**config.mk**
```make
export PLATFORM = sky130hd
export DESIGN_NAME = sound_fx
export DESIGN_NICKNAME = d
export VERILOG_FILES = /design/src/rtl/sound_pkg.sv /design/src/rtl/tone_divider.sv /design/src/rtl/sound_fx.sv
export SDC_FILE = /design/constraint.sdc
export NUM_CORES = 1
export LEC_CHECK = 0
export ABC_AREA = 1
export BUFFER_PORTS_ARGS = -buffer_cell sky130_fd_sc_hd__buf_2
export CORE_UTILIZATION = 37
export DETAILED_ROUTE_END_ITERATION = 10
export SYNTH_ARGS = -nofsm -noshare
export SYNTH_HDL_FRONTEND = slang
export SYNTH_HIERARCHICAL = 1
export SYNTH_SLANG_ARGS = --single-unit
export TNS_END_PERCENT = 100
```
**constraint.sdc**
```tcl
create_clock -name clk -period 7.5 [get_ports clk]
set_input_delay 0 -clock clk [delete_from_list [all_inputs] [get_ports clk]]
set_output_delay 0 -clock clk [all_outputs]
set_load 0.02 [all_outputs]
```
**src/rtl/sound_pkg.sv**
```systemverilog
// sound_pkg: shared definitions for the sound effect stage.
//   - state_t    : FSM state encoding (IDLE=0, TONE1=1, TONE2=2)
//   - TONE_ID_*  : values driven on sound_fx.tone_id
//   - DEF_*      : default tone timing for a 25 MHz clock
package sound_pkg;

    typedef enum logic [1:0] {
        IDLE  = 2'd0,
        TONE1 = 2'd1,
        TONE2 = 2'd2
    } state_t;

    localparam logic [1:0] TONE_ID_NONE = 2'd0;
    localparam logic [1:0] TONE_ID_1    = 2'd1;
    localparam logic [1:0] TONE_ID_2    = 2'd2;

    // 500 Hz, 1 kHz and 100 ms at 25 MHz
    localparam int DEF_TONE1_HALF = 25000;
    localparam int DEF_TONE2_HALF = 12500;
    localparam int DEF_DURATION   = 2500000;
    localparam int DEF_HALF_W     = 16;
    localparam int DEF_DUR_W      = 22;

endpackage

```
**src/rtl/tone_divider.sv**
```systemverilog
// tone_divider: square-wave generator with a programmable half-period.
// Ports:
//   clk, reset : clock, synchronous active-high reset
//   restart    : start a fresh wave (counter to 0, sq high)
//   enable     : advance the wave this cycle; when low (and no restart)
//                the wave is parked low with the counter cleared
//   half       : half-period in clk cycles, sampled while counting
//   sq         : registered square wave
module tone_divider #(
    parameter int HALF_W = 16
) (
    input  logic              clk,
    input  logic              reset,
    input  logic              restart,
    input  logic              enable,
    input  logic [HALF_W-1:0] half,
    output logic              sq
);

    logic [HALF_W-1:0] half_cnt;
    logic [HALF_W-1:0] half_cnt_next;
    logic              sq_next;
    logic              wrap;

    assign wrap = (half_cnt == (half - HALF_W'(1)));

    always_comb begin
        half_cnt_next = half_cnt;
        sq_next       = sq;
        if (restart) begin
            half_cnt_next = '0;
            sq_next       = 1'b1;
        end else if (enable) begin
            if (wrap) begin
                half_cnt_next = '0;
                sq_next       = ~sq;
            end else begin
                half_cnt_next = half_cnt + HALF_W'(1);
            end
        end else begin
            // Not playing: keep the pin quiet and ready for the next tone.
            half_cnt_next = '0;
            sq_next       = 1'b0;
        end
    end

    always_ff @(posedge clk) begin
        if (reset) begin
            half_cnt <= '0;
            sq       <= 1'b0;
        end else begin
            half_cnt <= half_cnt_next;
            sq       <= sq_next;
        end
    end

endmodule

```
**src/rtl/sound_fx.sv**
```systemverilog
// sound_fx: turns ball-controller sound requests into fixed-length square
// wave tones on one speaker pin. Tone 2 (paddle) outranks tone 1
// (wall/brick); one interrupted or colliding tone 1 is queued and played in
// full after tone 2.
// Ports:
//   clk, reset   : clock, synchronous active-high reset
//   play_sound1  : tone 1 request, rising-edge triggered
//   play_sound2  : tone 2 request, rising-edge triggered
//   mute         : silences speaker from the next edge; timing continues
//   speaker      : square-wave audio output
//   busy         : high while a tone plays
//   tone_id      : 0 none, 1 tone 1, 2 tone 2 (mirrors the FSM state)
module sound_fx
    import sound_pkg::*;
#(
    parameter int TONE1_HALF = DEF_TONE1_HALF,
    parameter int TONE2_HALF = DEF_TONE2_HALF,
    parameter int DURATION   = DEF_DURATION,
    parameter int HALF_W     = DEF_HALF_W,
    parameter int DUR_W      = DEF_DUR_W
) (
    input  logic       clk,
    input  logic       reset,
    input  logic       play_sound1,
    input  logic       play_sound2,
    input  logic       mute,
    output logic       speaker,
    output logic       busy,
    output logic [1:0] tone_id
);

    localparam logic [HALF_W-1:0] T1_HALF  = HALF_W'(TONE1_HALF);
    localparam logic [HALF_W-1:0] T2_HALF  = HALF_W'(TONE2_HALF);
    localparam logic [DUR_W-1:0]  DUR_LAST = DUR_W'(DURATION - 1);

    logic              in1_q;
    logic              in2_q;
    logic              req1;
    logic              req2;
    state_t            state;
    state_t            state_d;
    logic              pend1;
    logic              pend1_d;
    logic              restart;
    logic              tone_en;
    logic              dur_end;
    logic [DUR_W-1:0]  dur_cnt;
    logic [HALF_W-1:0] half_sel;
    logic              sq;
    logic              mute_q;

    // A held request yields a single event; it must drop to retrigger.
    assign req1    = play_sound1 & ~in1_q;
    assign req2    = play_sound2 & ~in2_q;
    assign dur_end = (dur_cnt == DUR_LAST);

    // Requests are served before expiry: a request landing on the last
    // cycle of a tone restarts or switches instead of letting it end.
    always_comb begin
        state_d = state;
        pend1_d = pend1;
        restart = 1'b0;
        case (state)
            IDLE: begin
                if (req2) begin
                    state_d = TONE2;
                    restart = 1'b1;
                    if (req1) pend1_d = 1'b1;
                end else if (req1) begin
                    state_d = TONE1;
                    restart = 1'b1;
                end
            end
            TONE1: begin
                if (req2) begin
                    // Preempted tone 1 is replayed from the start later.
                    state_d = TONE2;
                    restart = 1'b1;
                    pend1_d = 1'b1;
                end else if (req1) begin
                    restart = 1'b1;
                end else if (dur_end) begin
                    state_d = IDLE;
                end
            end
            TONE2: begin
                if (req2) begin
                    restart = 1'b1;
                    if (req1) pend1_d = 1'b1;
                end else if (dur_end) begin
                    if (pend1 || req1) begin
                        state_d = TONE1;
                        restart = 1'b1;
                        pend1_d = 1'b0;
                    end else begin
                        state_d = IDLE;
                    end
                end else if (req1) begin
                    pend1_d = 1'b1;
                end
            end
            default: begin
                state_d = IDLE;
                pend1_d = 1'b0;
            end
        endcase
    end

    assign tone_en  = (state_d != IDLE);
    // Only matters while counting, when state and state_d agree.
    assign half_sel = (state == TONE2) ? T2_HALF : T1_HALF;

    always_ff @(posedge clk) begin
        if (reset) begin
            in1_q   <= 1'b0;
            in2_q   <= 1'b0;
            state   <= IDLE;
            pend1   <= 1'b0;
            dur_cnt <= '0;
            mute_q  <= 1'b0;
        end else begin
            in1_q   <= play_sound1;
            in2_q   <= play_sound2;
            state   <= state_d;
            pend1   <= pend1_d;
            mute_q  <= mute;
            if (restart || !tone_en) begin
                dur_cnt <= '0;
            end else begin
                dur_cnt <= dur_cnt + DUR_W'(1);
            end
        end
    end

    tone_divider #(
        .HALF_W(HALF_W)
    ) u_tone_divider (
        .clk     (clk),
        .reset   (reset),
        .restart (restart),
        .enable  (tone_en),
        .half    (half_sel),
        .sq      (sq)
    );

    // Both terms come straight from flops updated on the same edge, so the
    // pin changes at the edge where the wave or the mute request changes.
    assign speaker = sq & ~mute_q;
    assign busy    = (state != IDLE);

    always_comb begin
        tone_id = TONE_ID_NONE;
        case (state)
            TONE1:   tone_id = TONE_ID_1;
            TONE2:   tone_id = TONE_ID_2;
            default: tone_id = TONE_ID_NONE;
        endcase
    end

endmodule
```
### Word-level counts from Yosys, hierarchy flattened

Cells that the tools add are included.
Widths: inputs -> output; s select.

* register bits after elaboration: 45
* latch bits: 0
* memory bits (writable): 0
* ROM bits: 0
* input port bits: 5
* word-level logic and storage cells: 64
* memories: 0

* add/sub/neg operators: 3
* $mul: 0
* div/mod/pow operators: 0
* $lt $le $gt $ge: 0
* equality and inequality tests: 8
* shift operators: 0
* mux-type cells: 27
* bitwise logic cells: 8
* reduce and logical (&&, ||, !) cells: 10

Operators with widths (count)
* $add 22x1->22 const B: 1
* $eq 22x22->1 const B: 1
* $add 16x1->16 const B: 1
* $eq 16x16->1: 1
* $sub 15x1->16 const B: 1
* $mux 1: 15
* $mux 15: 1
* $mux 2: 7
* $pmux 2 s3: 1
* $not 1->1: 5
* $ne 2x2->1 const B: 2
* $ne 4x4->1 const B: 1
* $pmux 2 s2: 1
* $reduce_bool 2->1: 2
* $reduce_or 2->1: 2
* $reduce_or 4->1: 1
* $and 1x1->1: 3
* $ne 3x2->1 const B: 1
* $pmux 1 s3: 1
* $reduce_and 3->1: 1
* $eq 2x1->1 const B: 1
* $eq 2x2->1 const B: 1
* $logic_not 2->1: 1
* $logic_or 1x1->1: 2
* 2 further kinds: 2

### Longest topological paths before layout

Gate-level depths: netlist of the first run.

* word-level depth: 11
* gate-level depth with buffers: 17
* depth with buffers taken out: 17

### Hierarchy

Netlist of the first run, hierarchy kept.

By module, submodules not included
* tone_divider: instances 1, cells an instance 260, area an instance 1572.8 sq um
* sound_fx: instances 1, cells an instance 233, area an instance 1541.5 sq um

### Worst setup path before layout of the first run

No wires, ideal clock.

* path type: register to register
* start point: register state[0]
* end point: register u_tone_divider.half_cnt[2]
* library setup time: 0.116 ns
* arrival: 2.510 ns
* setup slack: 4.874 ns
* cell stages (with the launch flop): 17
* period minus slack after synthesis: 2.626 ns
* cell sequence: dfxtp_1 > inv_1 > nand2_1 > inv_1 > nor2_1 > nand2_2 > nor2_2 > nand2_1 > nand3_1 > nand2_1 > nor2_1 > nand2_1 > nor2_1 > nand2_2 > nand3_4 > buf_8 > nor2_1

* elaborated cells on any way between the ends: 19

RTL lines
* start: declaration: line sound_fx.sv:40 `state_t state;`
* start signal: assignment: line sound_fx.sv:124 `state <= state_d;`
* $eq 2x2->1: line sound_fx.sv:111 `assign half_sel = (state == TONE2) ? T2_HALF : T1_HALF;`
* $mux 15: line sound_fx.sv:111
* named net half_sel[14]: line sound_fx.sv:48 `logic [HALF_W-1:0] half_sel;`
* $sub 15x1->16: line tone_divider.sv:25 `assign wrap = (half_cnt == (half - HALF_W'(1)));`
* $eq 16x16->1: line tone_divider.sv:25
* $reduce_or 4->1 (no source line)
* end signal: assignment: line tone_divider.sv:52 `half_cnt <= half_cnt_next;`
* end: declaration: line tone_divider.sv:20 `logic [HALF_W-1:0] half_cnt;`

The timed path passes the listed nets, and every way through them passes these cells.
A chain may end at the register's enable or synchronous reset.

### Worst setup path after layout of the first run

* start point: register state[0]
* end point: register u_tone_divider.half_cnt[1]

The elaborated chain is that of the path after synthesis.

==> out/results.txt, run 1 <==
Hold WC Path Type - flop to flop
Worst Setup End Kind - flop
R2R cell count - 15
final hold viol count - 0
Setup CP Type - flop to flop
worst flop-to-flop path endpoint - u_tone_divider/half_cnt[1]
vias per inst - 4.43
Max Root-Sink Buffers - 2
# setup viols final - 0
antenna violations before repair - 0
Initial DRC Count - 102
Synth Area in Adders - 1.21%
Worst Setup SP - state[0]
count leader, synth - nand2_1
synthesized netlist cell count - 493
final setup TNS - 0 ps
Worst-Margin Slew - 797 ps
Ys Warns - 6
outcome - complete, no violations
Die Footprint - 0.00879 mm^2
crit-path max FO - 19
max-slew violations - 0
reg-to-reg slack, setup - 4390 ps
Clock Latency Late Sink - 300 ps
worst vdd ir - 0.104 mV
CP startpoint kind - flop
Final GP Congestion - 0.848
HPWL after DPL - 5150 um
Total Routing Usage GR - 16.0%
synthesized flop and latch total - 45
area of the mapped netlist - 0.00311 mm^2
nets - 538
Yosys top cell area share - 28.9%
Initial Utilization - 38.1%
Antenna Nets Post-Route - 0
Cell variety after synth - 29
cts bufs inserted - 5
Rel. slew slack - 46.8%
crit path time final - 3110 ps
Routed WL per cell - 10.2 um
Power Dens Cells - 138 mW/mm^2
gr ovfl total - 0
critical path cell sequence - inv_1 -> nand2_1 -> inv_1 -> nor2_1 -> nand2_2 -> nor2_2 -> nand2_1 -> nand3_1 -> nand2_1 -> nor2_1 -> nand2_1 -> nor2_1 -> nand2_2 -> nand3_4 -> nor2_1
Pre-antenna DRT Iters - 4
WL final - 6490 um
number of synthesized flops with an enable pin - 0
Fillers - 880
mux contribution to synthesized area - 0%
Crit Reg-Reg Startpoint - state[0]
Worst Hold Endpoint - dur_cnt[0]
fin crit share - 41.5%
Synth Area in Simple Gates - 42.9%
Hold Startpoint - dur_cnt[0]
first-pass GRT wire length - 11,300 um
arrival time at the worst endpoint - 3290 ps
fin util - 42.5%
largest net degree at the start of global routing - 23
htree depth - 2
number of global-route vias before repair - 2,620
Commonest cells post-synth - 108 x nand2_1, 101 x nor2_1, 80 x inv_1, 45 x dfxtp_1, 33 x nand3_1
largest cells by area after synthesis - dfxtp_1 29%, nand2_1 13%, nor2_1 12%
xor/xnor share of the synthesized area - 13.2%
Max Cap Violations - 0
register area share after synthesis - 28.9%
Root Driver - clkbuf_8
dominant synthesized flop cell - dfxtp_1
P_leak - 1.44 nW
CTS Sinks - 45
fraction of registers with async set/reset - 0%
Core Region - 0.00818 mm^2
Max stage delay on crit path - 590 ps
fmax - 0.321 GHz
CTS tree - done
Rows - 33
Slowest cell on crit path - nand2_1
unrepaired setup endpoints after global routing - false
die width - 93.7 um
worst path required time - 7680 ps
Inserted Diodes - 0
layout cell share with drive strength beyond 1 - 8.29%
hold depth - 1
Vias - 2,820
io pins - 9
Synth area leader - dfxtp_1
compound-gate portion of the synthesized area - 2.17%
clk slew on worst S/H paths - 80 ps
syn_area_per_cell - 6.32 um^2
Residual DRC - 0
largest family of logic cells by synthesized area - simple AND/OR/NAND/NOR gates
Layout area overhead - 11.7%
Worst Skew - 8.85 ps
Die Y - 93.7 um
number of port buffers - 8
-- sequential cells by signal, summed over array words and instances (netlist names) --
register	flops
mute_q	1
u_tone_divider/half_cnt	16
state	2
in2_q	1
pend1	1
dur_cnt	22
u_tone_divider/sq	1
in1_q	1
-- final cells by class --
cell class              instances  area (um^2)  share of cell area, %
clock inverters                 2         13.8                  0.396
inverters                      81          304                   8.74
repair buffers                 15          110                   3.17
multi-input cells             382         1930                   55.6
flip-flops and latches         45          901                   25.9
well taps                     105          131                   3.78
clock buffers                   6         82.6                   2.37
-- layout by cell type (no fill, tap or decap), types with 2 or more instances in the layout --
cell type	count
a21oi_1	7
buf_2	8
clkbuf_8	6
conb_1	22
dfxtp_1	45
dlygate4sd3_1	7
ha_1	3
inv_1	80
nand2_1	108
nand2_2	6
nand3_1	33
nand3_2	2
nand3b_1	4
nand4_1	12
nor2_1	101
nor2_2	10
nor2_4	5
nor3_1	9
nor4_1	2
o21ai_0	5
or2_2	2
xnor2_1	17
xor2_1	30
-- critical path: cells and delay by family, from the launching register on --
kind                   cells  cell delay, ps
buffers and inverters      2             570
DFF                        1             360
and+or+nand+nor           13            2070
-- worst max-delay path by stage --
| stage | to | slack, ps | depth (start not counted) |
|---|---|---|---|
| after floorplan | u_tone_divider/half_cnt[2] | 4870 | 16 |
| after global placement | u_tone_divider/half_cnt[11] | 4500 | 15 |
| after detailed placement | u_tone_divider/half_cnt[9] | 4390 | 15 |
| after CTS | u_tone_divider/half_cnt[3] | 4370 | 15 |
| after global routing | u_tone_divider/half_cnt[1] | 3960 | 16 |
| final | u_tone_divider/half_cnt[1] | 4390 | 15 |
-- where the power goes --
group / leakage, nW / switching [mW] / internal [mW]
Sequential: 0.365 / 0.00350 / 0.243
Combinational: 1.02 / 0.0496 / 0.0254
Clock: 0.0512 / 0.0822 / 0.0747
Total: 1.44 / 0.135 / 0.343
-- metal layers --
metal | vias up | GRT usage, % | wire, um
met2 | 24 | 30.3 | 3270
met5 | - | 0 | 0
met1 | 1243 | 18.4 | 3020
li1 | 1544 | - | -
met4 | 0 | 4.62 | 85
met3 | 9 | 2.43 | 107
-- logic make-up (layout without fill, tap and decap cells) --
logic type | count (synthesis) | after routing
buf+inv | 86 | 104
flops | 45 | 45
other cells | 2 | 22
compound gates | 13 | 13
xor+xnor | 47 | 47
fa+ha+maj | 3 | 3
simple gates | 297 | 297
-- timing repair --
action | in CTS | in global routing
endpoints found under the hold margin | 5 | 0
resized for setup | 0 | 0
setup buffers | 0 | 0
hold buffers | 7 | 0
-- metrics by stage --
| step | power, mW | hold WS [ps] | cells | area [um^2] | setup WS, ps |
|---|---|---|---|---|---|
| floorplan | 0.312 | 69.1 | 513 | 3190 | 4870 |
| global placement | 0.323 | 201 | 621 | 3310 | 4500 |
| detailed placement | 0.324 | 209 | 621 | 3310 | 4390 |
| CTS | 0.484 | 454 | 636 | 3480 | 4370 |
| global route | 0.508 | 479 | 636 | 3480 | 3960 |
| finish | 0.478 | 456 | 636 | 3480 | 4390 |
(Power assumes the default switching activity.)
==> run 2, diff against run 1 <==
--- a/config.mk
+++ b/config.mk
@@ -5,7 +5,7 @@
 export SDC_FILE = /design/constraint.sdc
 export NUM_CORES = 1
 export LEC_CHECK = 0
-export ABC_AREA = 1
+export ABC_AREA = 0
 export BUFFER_PORTS_ARGS = -buffer_cell sky130_fd_sc_hd__buf_2
 export CORE_UTILIZATION = 37
 export DETAILED_ROUTE_END_ITERATION = 10
==> constraint.sdc (replaced) <==
create_clock -name clk -period 3.2 [get_ports clk]
set_input_delay 0 -clock clk [delete_from_list [all_inputs] [get_ports clk]]
set_output_delay 0 -clock clk [all_outputs]
set_load 0.02 [all_outputs]
==> run 2 against run 1 <==
Effect of this change: critical path depth decreased by 7; sequential share of layout area grew 2.7 points; global-route usage is 1.3 points lower; largest cell class unchanged; critical path type unchanged; final cell count down 27%; sequential power grew 130%; setup slack worse by 3800 ps; fmax is 17% higher; critical endpoint is now u_tone_divider/half_cnt[8]; area after synthesis fell by 10%; count of clock-buffer cells in the layout unchanged; synthesized cell count fell by 33%.
==> out/results.txt, run 2 <==
outcome - complete, no violations
Slowest cell on crit path - dfxtp_1
syn_area_per_cell - 8.50 um^2
final worst slack - 539 ps
worst path required time - 3360 ps
cts bufs inserted - 5
CTS Sinks - 45
largest net degree at the start of global routing - 23
nets - 375
max reg flops - 22
arrival time at the worst endpoint - 2820 ps
Final GP Congestion - 0.887
crit-path max FO - 22
most used cell, CP - buf_4
P_leak - 1.07 nW
Seq. cell area - 901 um^2
Max Root-Sink Buffers - 2
wire length on met3 - 151 um
Residual DRC - 0
CP startpoint kind - flop
antenna violations before repair - 0
Initial Utilization - 38.4%
io pins - 9
area of the mapped netlist - 0.00280 mm^2
CTS tree - done
final setup TNS - 0 ps
unrepaired setup endpoints after global routing - false
fraction of registers with async set/reset - 0%
Pre-antenna DRT Iters - 4
largest cells by area after synthesis - dfxtp_1 32%, xnor2_1 9.4%, xor2_1 7.8%
met1 WL - 2750 um
Die Footprint - 0.00791 mm^2
critical path cell sequence - nand2b_1 -> buf_4 -> nor4_4 -> nand4_1 -> a2111oi_1 -> and4_1 -> buf_4 -> nor3_1
Commonest cells post-synth - 45 x dfxtp_1, 41 x nor2_1, 30 x xnor2_1, 25 x xor2_1, 20 x nand3_1
Die Y - 89.0 um
# setup viols final - 0
Largest Register - dur_cnt
Max Cap Violations - 0
first-pass GRT wire length - 8940 um
number of synthesized flops with an enable pin - 0
CTS Hold Buffers Added - 7
biggest regs - dur_cnt x22, u_tone_divider/half_cnt x16, state x2
Core Region - 0.00729 mm^2
Hold WC Path Type - flop to flop
Cell variety after synth - 55
Synth area leader - dfxtp_1
Inserted Diodes - 0
Routed WL per cell - 11.2 um
Max stage delay on crit path - 530 ps
Setup CP Type - flop to flop
Rel. slew slack - 38.8%
Root Driver - clkbuf_8
clk slew on worst S/H paths - 100 ps
layout cell share with drive strength beyond 1 - 10.6%
max-slew violations - 0
post-place setup slack - 589 ps
Rows - 31
crit path time final - 2660 ps
Fillers - 749
area of the multi-input gates - 0.00185 mm^2
die width - 89.0 um
synthesized netlist cell count - 329
CTS-repair resized insts - 0
Worst Skew - 16.3 ps
Yosys top cell area share - 32.2%
met2 routed WL - 2260 um
Layout area overhead - 12.4%
HPWL after DPL - 3770 um
most common cell after layout, fill and taps aside - dfxtp_1
WL final - 5250 um
fin util - 43.1%
register area share after synthesis - 32.2%
vias per inst - 4.78
post-route cell area - 0.00314 mm^2
count leader, synth - dfxtp_1
Highest Signal Layer - met4
Initial DRC Count - 89
Worst-Margin Slew - 916 ps
Post-DP Area - 0.00299 mm^2
Ys Warns - 6
worst vdd ir - 0.124 mV
Power Dens Cells - 347 mW/mm^2
fin crit share - 83.2%
number of global-route vias before repair - 2,010
Total Routing Usage GR - 14.7%
final hold viol count - 0
dominant synthesized flop cell - dfxtp_1
commonest non-fill, non-tap cells in the layout - 45 x dfxtp_1, 41 x nor2_1, 30 x xnor2_1
synthesized flop and latch total - 45
Post-CTS Setup Bufs - 0
htree depth - 2
Clock Latency Late Sink - 310 ps
fmax - 0.376 GHz
Antenna Nets Post-Route - 0
number of port buffers - 8
gr ovfl total - 0
Worst Setup End Kind - flop
Vias - 2,231
-- run 2: per-stage QoR --
stage	power (mW)	cells	hold slack [ps]
2_1_floorplan	0.715	356	67.9
3_3_place_gp	0.740	452	214
6_report	1.09	467	484
5_1_grt	1.15	467	525
3_5_place_dp	0.740	452	224
4_1_cts	1.10	467	497
-- run 2: layout make-up --
type	count	share of cell area, %
clock buffer	6	2.31
clock inverter	2	0.478
inverter	12	1.43
multi-input combinational	285	59.0
sequential	45	28.7
tap	99	3.94
timing repair buffer	18	4.22
-- run 2: power breakdown --
group	switching, mW	internal (mW)
registers	0.0110	0.569
clock network	0.203	0.154
logic	0.0936	0.0613
-- run 2: final timing paths --
check                                start                    endpoint  slack, ps  cells past startpoint
worst min-delay path            dur_cnt[0]                  dur_cnt[0]        480                      1
worst max-delay path              state[1]  u_tone_divider/half_cnt[8]        540                      8
worst max register to register    state[1]  u_tone_divider/half_cnt[8]        540                      8
worst min register to register  dur_cnt[0]                  dur_cnt[0]        480                      1
-- run 2: worst max-delay path: cells and delay by family (launching register included) --
kind | cells | cell delay [ps]
AOI/OAI and AO/OA | 1 | 350
buffers and inverters | 2 | 470
DFF | 1 | 530
and+or+nand+nor | 5 | 1150
-- run 2: metal layers --
metal | vias to the layer above | track usage (%)
li1 | 1195 | -
met1 | 1003 | 20.4
met2 | 25 | 21.8
met3 | 8 | 3.42
met4 | 0 | 6.35
met5 | - | 0
-- run 2: kinds of logic (layout without fill, tap and decap cells) --
group,Yosys count,in the layout,synth area share [%]
simple gates,160,160,34.0
xor+xnor,55,55,17.2
flops,45,45,32.2
compound gates,38,38,9.84
buf+inv,26,38,5.14
fa+ha+maj,3,3,1.34
other cells,2,29,0.268
==> run 3, diff against run 2 <==
--- a/config.mk
+++ b/config.mk
@@ -5,7 +5,7 @@
 export SDC_FILE = /design/constraint.sdc
 export NUM_CORES = 1
 export LEC_CHECK = 0
-export ABC_AREA = 0
+export ABC_AREA = 1
 export BUFFER_PORTS_ARGS = -buffer_cell sky130_fd_sc_hd__buf_2
 export CORE_UTILIZATION = 37
 export DETAILED_ROUTE_END_ITERATION = 10
==> constraint.sdc (replaced) <==
create_clock -name clk -period 2.7 [get_ports clk]
set_input_delay 0 -clock clk [delete_from_list [all_inputs] [get_ports clk]]
set_output_delay 0 -clock clk [all_outputs]
set_load 0.02 [all_outputs]
==> run 3 against run 2 <==
Effect of this change: register-to-register slack better by 80 ps; design area is 11% higher; core utilization is 0.48 points lower; fmax is 28% higher; highest routed layer unchanged; setup slack better by 81 ps.
==> out/results.txt, run 3 (synthesis results as in run 1) <==
io pins - 9
biggest regs - dur_cnt x22, u_tone_divider/half_cnt x16, state x2
HPWL after DPL - 5210 um
Worst Setup End Kind - flop
Power Dens Cells - 380 mW/mm^2
Max Cap Violations - 0
vias per inst - 4.48
Layout area overhead - 11.9%
largest net degree at the start of global routing - 23
CTS-repair resized insts - 0
P_leak - 1.44 nW
CP startpoint kind - flop
crit path time final - 2080 ps
die width - 93.7 um
power share of the combinational group - 16.2%
Clk pwr share - 32.1%
Routed WL per cell - 10.3 um
commonest non-fill, non-tap cells in the layout - 108 x nand2_1, 101 x nor2_1, 80 x inv_1
Antenna Nets Post-Route - 0
Inserted Diodes - 0
unrepaired setup endpoints after global routing - false
Pre-antenna DRT Iters - 7
most common cell after layout, fill and taps aside - nand2_1
reg-to-reg slack, setup - 620 ps
Post-DP Area - 0.00333 mm^2
GR Util met3 - 2.51%
Total Routing Usage GR - 16.2%
Seq pwr share - 51.7%
outcome - complete, no violations
Initial DRC Count - 74
Hold WC Path Type - flop to flop
fmax - 0.481 GHz
nets - 540
Largest Register - dur_cnt
Vias - 2,853
Worst Skew - 5.27 ps
Initial Utilization - 38.1%
gr ovfl total - 0
Rows - 33
Net Sw Frac - 28.2%
Setup CP Type - flop to flop
Residual DRC - 0
CTS tree - done
Max Root-Sink Buffers - 2
Die Footprint - 0.00879 mm^2
fin util - 42.6%
CTS Sinks - 45
cts bufs inserted - 5
number of global-route vias before repair - 2,685
layout cell share with drive strength beyond 1 - 8.46%
max reg flops - 22
Clock Latency Late Sink - 290 ps
GRT busiest layer - met2
Internal - 951 uW
final setup TNS - 0 ps
DP Cell Count - 623
htree depth - 2
Die Y - 93.7 um
global routing usage on met1 - 19.2%
met2 usage - 30.0%
Core Region - 0.00818 mm^2
Root Driver - clkbuf_8
crit-path max FO - 16
arrival time at the worst endpoint - 2260 ps
max-slew violations - 0
number of port buffers - 8
WL final - 6550 um
clk slew on worst S/H paths - 80 ps
first-pass GRT wire length - 11,500 um
final hold viol count - 0
switching power - 373 uW
Pwr Total - 1.32 mW
fin crit share - 77.1%
antenna violations before repair - 0
Final GP Congestion - 0.888
Finished Layout Cells - 637
worst vdd ir - 0.238 mV
worst path required time - 2880 ps
# setup viols final - 0
post-route cell area - 0.00349 mm^2
-- run 3: cell count changes in the layout (fill, tap and decap cells not counted), moves of 6 or more --
cell | before | now
and3_1 | 7 | 0
conb_1 | 29 | 22
inv_1 | 12 | 80
nand2_1 | 16 | 108
nand2_2 | 0 | 6
nand3_1 | 20 | 33
nor2_1 | 41 | 101
nor2_2 | 0 | 10
nor2b_1 | 9 | 0
nor3_1 | 19 | 9
xnor2_1 | 30 | 17
-- run 3: power by group through the flow --
stage	registers (mW)	logic (mW)	clock network (mW)
after floorplan	0.698	0.169	0
after global placement	0.700	0.202	0
after detailed placement	0.701	0.204	0
after CTS	0.685	0.213	0.444
after global routing	0.687	0.245	0.466
final	0.685	0.214	0.426
-- run 3: repair_timing --
item,in CTS,in global routing
endpoints found under the setup margin,0,0
hold endpoints to repair,5,0
hold buffers,7,0
setup buffers,0,0
-- run 3: path summary, 6_finish.rpt --
kind	startpoint	end	cells past startpoint
worst min-delay path	dur_cnt[0]	dur_cnt[0]	1
worst max-delay path	state[0]	u_tone_divider/half_cnt[11]	15
worst max register to register	state[0]	u_tone_divider/half_cnt[11]	15
worst min register to register	dur_cnt[0]	dur_cnt[0]	1
-- run 3: metrics by stage --
| step | worst slack, ps | hold WS [ps] |
|---|---|---|
| 2_1_floorplan | 74.0 | 69.1 |
| 5_1_grt | 330 | 482 |
| 3_3_place_gp | 683 | 198 |
| 4_1_cts | 587 | 452 |
| 3_5_place_dp | 609 | 209 |
| 6_report | 619 | 453 |
-- run 3: worst max-delay path, stage by stage, from the launching register on --
cell	delay, ps
dfxtp_1	360
inv_1	70
nand2_1	80
inv_1	120
inv_1	130
nand2_1	70
nor2_1	240
nand3_1	110
nand3_1	130
nand2_1	70
nor2_1	100
nand2_1	50
nor2_1	100
nand2_2	90
nand3_4	190
nor2_1	70
-- run 3: area by class of cell --
cell class | instances | area [um^2]
clock buffer | 6 | 82.6
clock inverter | 1 | 7.51
fill | 915 | 4690
inverter | 81 | 304
multi-input combinational | 382 | 1930
sequential | 45 | 901
tap | 105 | 131
timing repair buffer | 17 | 125
-- run 3: layer usage --
layer  part of all wire (%)  routed length (um)
met1                     46                3000
met2                     51                3330
met3                    1.9                 125
met4                    1.4                  92
met5                      0                   0
